[config.mk]
export PLATFORM = sky130hd
export DESIGN_NAME = befehls_abruf
export DESIGN_NICKNAME = d
export VERILOG_FILES = /design/src/rtl/befehls_abruf.sv
export SDC_FILE = /design/constraint.sdc
export NUM_CORES = 1
export LEC_CHECK = 0
export CAP_MARGIN = 40
export CORE_MARGIN = 2
export CORE_UTILIZATION = 51
export DETAILED_ROUTE_END_ITERATION = 7
export PLACE_DENSITY_LB_ADDON = 0.2
export SETUP_SLACK_MARGIN = 0.4
export SLEW_MARGIN = 30
export SYNTH_ARGS = -nofsm -noshare
export SYNTH_HDL_FRONTEND = slang
export SYNTH_SLANG_ARGS = --single-unit
[constraint.sdc]
create_clock -name Takt -period 5.9 [get_ports Takt]
set_input_delay 0.59 -clock Takt [delete_from_list [all_inputs] [get_ports Takt]]
set_output_delay 0.59 -clock Takt [all_outputs]
set_load 0.05 [all_outputs]
[src/rtl/befehls_abruf.sv]
// Instruction fetch stage: holds the PC, fetches one word per request/ready
// handshake, presents it to the decoder and waits for release via Weiter.
module befehls_abruf #(
  parameter logic [31:0] START_ADRESSE  = 32'h0000_0000,
  parameter logic [31:0] ADRESS_SCHRITT = 32'd1,
  parameter logic [15:0] WARTE_LIMIT    = 16'd255
) (
  input  logic        Takt,
  input  logic        Reset,
  output logic [31:0] SpeicherAdresse,
  output logic        SpeicherLesen,
  input  logic        SpeicherBereit,
  input  logic [31:0] SpeicherDaten,
  output logic [31:0] Instruktion,
  output logic        DekodierSignal,
  output logic [31:0] ProgrammZaehler,
  input  logic        Weiter,
  input  logic        SprungAktiv,
  input  logic [31:0] SprungZiel,
  output logic        Fehler,
  output logic [1:0]  Zustand
);

  // Handshake: a memory word is taken on every rising edge where
  // SpeicherLesen=1 and SpeicherBereit=1; SpeicherLesen stays high until then.
  // The downstream release is taken on every edge in AUSGABE with Weiter=1.

  typedef enum logic [1:0] {START, ANFRAGE, AUSGABE, FEHLER} zustand_t;

  zustand_t    zustand;
  zustand_t    folgeZustand;
  logic [31:0] pc;
  logic [15:0] warteZaehler;
  logic        annehmen;
  logic        zeitAus;
  logic        freigabe;

  assign annehmen = (zustand == ANFRAGE) && SpeicherBereit;
  assign freigabe = (zustand == AUSGABE) && Weiter;
  // Ready on the limit edge wins over the timeout.
  assign zeitAus  = (zustand == ANFRAGE) && !SpeicherBereit &&
                    (WARTE_LIMIT != 16'd0) &&
                    (warteZaehler == WARTE_LIMIT - 16'd1);

  always_comb begin
    folgeZustand = zustand;
    case (zustand)
      START:   folgeZustand = ANFRAGE;
      ANFRAGE: begin
        if (annehmen)     folgeZustand = AUSGABE;
        else if (zeitAus) folgeZustand = FEHLER;
      end
      AUSGABE: if (freigabe) folgeZustand = ANFRAGE;
      FEHLER:  folgeZustand = FEHLER;
      default: folgeZustand = START;
    endcase
  end

  always_ff @(posedge Takt or posedge Reset) begin
    if (Reset) zustand <= START;
    else       zustand <= folgeZustand;
  end

  always_ff @(posedge Takt or posedge Reset) begin
    if (Reset) begin
      pc              <= START_ADRESSE;
      warteZaehler    <= 16'd0;
      Instruktion     <= 32'h0;
      ProgrammZaehler <= START_ADRESSE;
      DekodierSignal  <= 1'b0;
    end else begin
      DekodierSignal <= annehmen;
      // Counter is zero whenever a fresh request starts.
      if ((zustand == ANFRAGE) && !SpeicherBereit) warteZaehler <= warteZaehler + 16'd1;
      else                                          warteZaehler <= 16'd0;
      if (annehmen) begin
        Instruktion     <= SpeicherDaten;
        ProgrammZaehler <= pc;
      end
      if (freigabe) pc <= SprungAktiv ? SprungZiel : pc + ADRESS_SCHRITT;
    end
  end

  assign SpeicherAdresse = pc;
  assign SpeicherLesen   = (zustand == ANFRAGE);
  assign Fehler          = (zustand == FEHLER);
  assign Zustand         = zustand;

endmodule

==> flow_metrics.env <==
export IMPL_initial_core_util=0.5264
export IMPL_final_cell_mix="nand2_1, clkdlybuf4s50_1, dfrtp_1, nor2_1"
export IMPL_grt_pass1_wl_mm=24.21
export IMPL_required_ns=5.31
export IMPL_yosysTopAreaCell="dfrtp_1"
export IMPL_antenna_left=0
export IMPL_syn_area_mm2=0.005459
export IMPL_wl_per_cell_um=16.04
export IMPL_antenna_found_initial=0
export IMPL_cts_path_max_buffers=2
export IMPL_cts_root_buf="clkbuf_8"
export IMPL_vias_per_cell=5.520
export IMPL_syn_num_nets=697
export IMPL_cts_setup_buffers=0
export IMPL_pwr_density_cell_mw_per_mm2=511.7
export IMPL_avgSynthCellArea_um2=8.734
export IMPL_finish_net_count=850
export IMPL_syn_to_final_growth_pct=42.75
export IMPL_via_count=5117
export IMPL_syn_inst=625
export IMPL_die_h_um=107.5
export IMPL_insertion_delay_ns=0.51
export IMPL_cts_resized=0
export IMPL_period_share=0.4559
export IMPL_cts_buffers=17
export IMPL_routabilityCongestion=0.9051
export IMPL_worstSetupStartpointType="register"
export IMPL_fmax_ghz=0.3718
export IMPL_core_area_mm2=0.01037
export IMPL_critPathMaxFanout=8
export IMPL_portBuffers=169
export IMPL_dp_final_hpwl_mm=10.10
export IMPL_final_area_mm2=0.007792
export IMPL_synth_area_leaders="dfrtp_1, nand2_1, nand3_1"
export IMPL_worst_pin_slew_ns=0.6914
export IMPL_io_pins=170
export IMPL_gr_total_overflow=0
export IMPL_arrival_ns=2.10
export IMPL_worst_setup_path_end_kind="output port"
export IMPL_hold_viol_final=0
export IMPL_crit_type="register to output port"
export IMPL_clock_sinks=115
export IMPL_report_final_setup_viol=0
export IMPL_drive_above_1_share=0.06068
export IMPL_period_needed_ns=2.690
export IMPL_synth_async_reset_ratio=1.000
export IMPL_first_global_vias=5033
export IMPL_layout_commonest_cell="nand2_1"
export IMPL_hold_path_class="input pin to async pin"
export IMPL_dpl_instance_area_mm2=0.007177
export IMPL_cap_violations=0
export IMPL_fin_skew_ns=0.01443
export IMPL_ys_types=55
export IMPL_rsz0062_at_grt="false"
export IMPL_cts_clk_slew_worst_paths_ns=0.06
export IMPL_drv_slew=0
export IMPL_ys_warn_count=0
export IMPL_vdd_drop_max_v=0.0004311
export IMPL_diodes=0
export IMPL_firstDrtPassIters=5
export IMPL_routed_wl_mm=14.87
export IMPL_outcome="completed"
export IMPL_grt_max_degree=68
export IMPL_fillCellCount=763
export IMPL_cts_hold_buf=0
export IMPL_cts_tree="yes"
export IMPL_grtUsageTotal=0.2662
export IMPL_synthFlopType="dfrtp_1"
export IMPL_htreeDepth=4
export IMPL_drc=0
export IMPL_p_leak_nw=3.439
export IMPL_ys_seq_area_frac=0.5272
export IMPL_drtIter0Drc=500
export IMPL_setup_tns_ns=0
export IMPL_worst_slew_margin_rel=0.5391
export IMPL_rows=37
export IMPL_die_x_um=107.5
export IMPL_synth_top_area_frac=0.5272
export IMPL_ys_ff_latch=115
export IMPL_synth_edf_count=0
export IMPL_die_area_mm2=0.01155
[metrics by stage]
| stage | total power (W) | std cells | util | hold slack [ns] | worst slack (ns) |
|---|---|---|---|---|---|
| CTS | 0.004009 | 927 | 0.7514 | 0.3938 | 3.185 |
| global placement | 0.002895 | 894 | 0.6892 | 0.4570 | 2.952 |
| floorplan | 0.002306 | 625 | - | 0.4749 | 2.266 |
| detailed placement | 0.002932 | 895 | 0.6921 | 0.4609 | 2.886 |
| finish | 0.003988 | 927 | 0.7514 | 0.3971 | 3.210 |
| global route | 0.004159 | 927 | 0.7514 | 0.4022 | 3.089 |
[state kept, by name, indices dropped and copies added, names as in the netlist]
name             cells
ProgrammZaehler     32
DekodierSignal       1
SpeicherAdresse     32
Zustand              2
Instruktion         32
warteZaehler        16
[worst max-delay path, cell delays in order (launching register included)]
cell and delay (ns):
dfrtp_1 0.46, nor2b_1 0.28, clkdlybuf4s50_1 0.85
[final cells by class]
cell class,instances,area [µm²],area share
clock buffer,20,435.4,0.05588
multi-input combinational,459,2326,0.2985
clock inverter,12,180.2,0.02312
tap,136,170.2,0.02184
sequential,115,2878,0.3693
inverter,9,38.79,0.004978
timing repair buffer,176,1764,0.2264
[cells in the mapped netlist, types with 2 or more instances]
cell type and number:
nor2b_1 2, nor3_1 15, o22a_1 7, inv_1 7, clkbuf_2 2, clkbuf_8 3
o32ai_1 2, nor2_1 35, or3_1 5, a311o_1 2, o22ai_1 3, xnor2_1 5
nand4_1 13, xor2_1 7, nor3b_1 2, and4_1 6, a21oi_1 26, and3_2 2
dfrtp_1 115, clkbuf_1 26, ha_1 3, a32oi_1 2, nor4_1 6, or4_1 4
buf_6 3, nand3_1 28, a211oi_1 2, a31oi_1 4, buf_4 2, buf_2 4
mux2i_1 2, a2bb2oi_1 7, and3_1 7, nand2_1 213, and2_1 2, o21ai_0 28
o21a_1 5
[cells by family after synthesis]
kind of cell / Yosys count / share of synthesized area
xor gates and xnor gates: 12 / 0.01925
muxes: 2 / 0.003667
and+or+nand+nor: 348 / 0.2856
adders and majority gates: 3 / 0.006877
DFF: 115 / 0.5272
buffers and inverters: 51 / 0.04813
AOI/OAI and AO/OA: 94 / 0.1093
[final timing paths]
check	start	to	slack [ns]	cells after the start
setup / recovery	Zustand[0]	SpeicherLesen	3.21	2
hold / removal	Reset	SpeicherAdresse[24]	0.40	2
setup reg to reg	SpeicherAdresse[11]	SpeicherAdresse[27]	3.65	5
hold reg to reg	ProgrammZaehler[9]	ProgrammZaehler[9]	0.47	2
max in group asynchronous	Reset	SpeicherAdresse[4]	4.65	3
min in group Takt	ProgrammZaehler[9]	ProgrammZaehler[9]	0.47	2
[layer usage]
layer / vias to the layer above / routed length (µm) / global-route usage
li1: 2431 / - / -
met5: - / 0 / 0
met4: 0 / 229 / 0.08974
met2: 194 / 7758 / 0.4589
met1: 2471 / 5931 / 0.3259
met3: 21 / 953 / 0.06840
[report_power, final]
part           internal, W  total, W  leakage (nW)  switching (W)
registers          0.00102   0.00125          1.48       0.000227
logic             0.000550   0.00167          1.67        0.00112
clock network     0.000698   0.00107         0.295       0.000367
No activity file was read; power rests on OpenSTA's default activity.
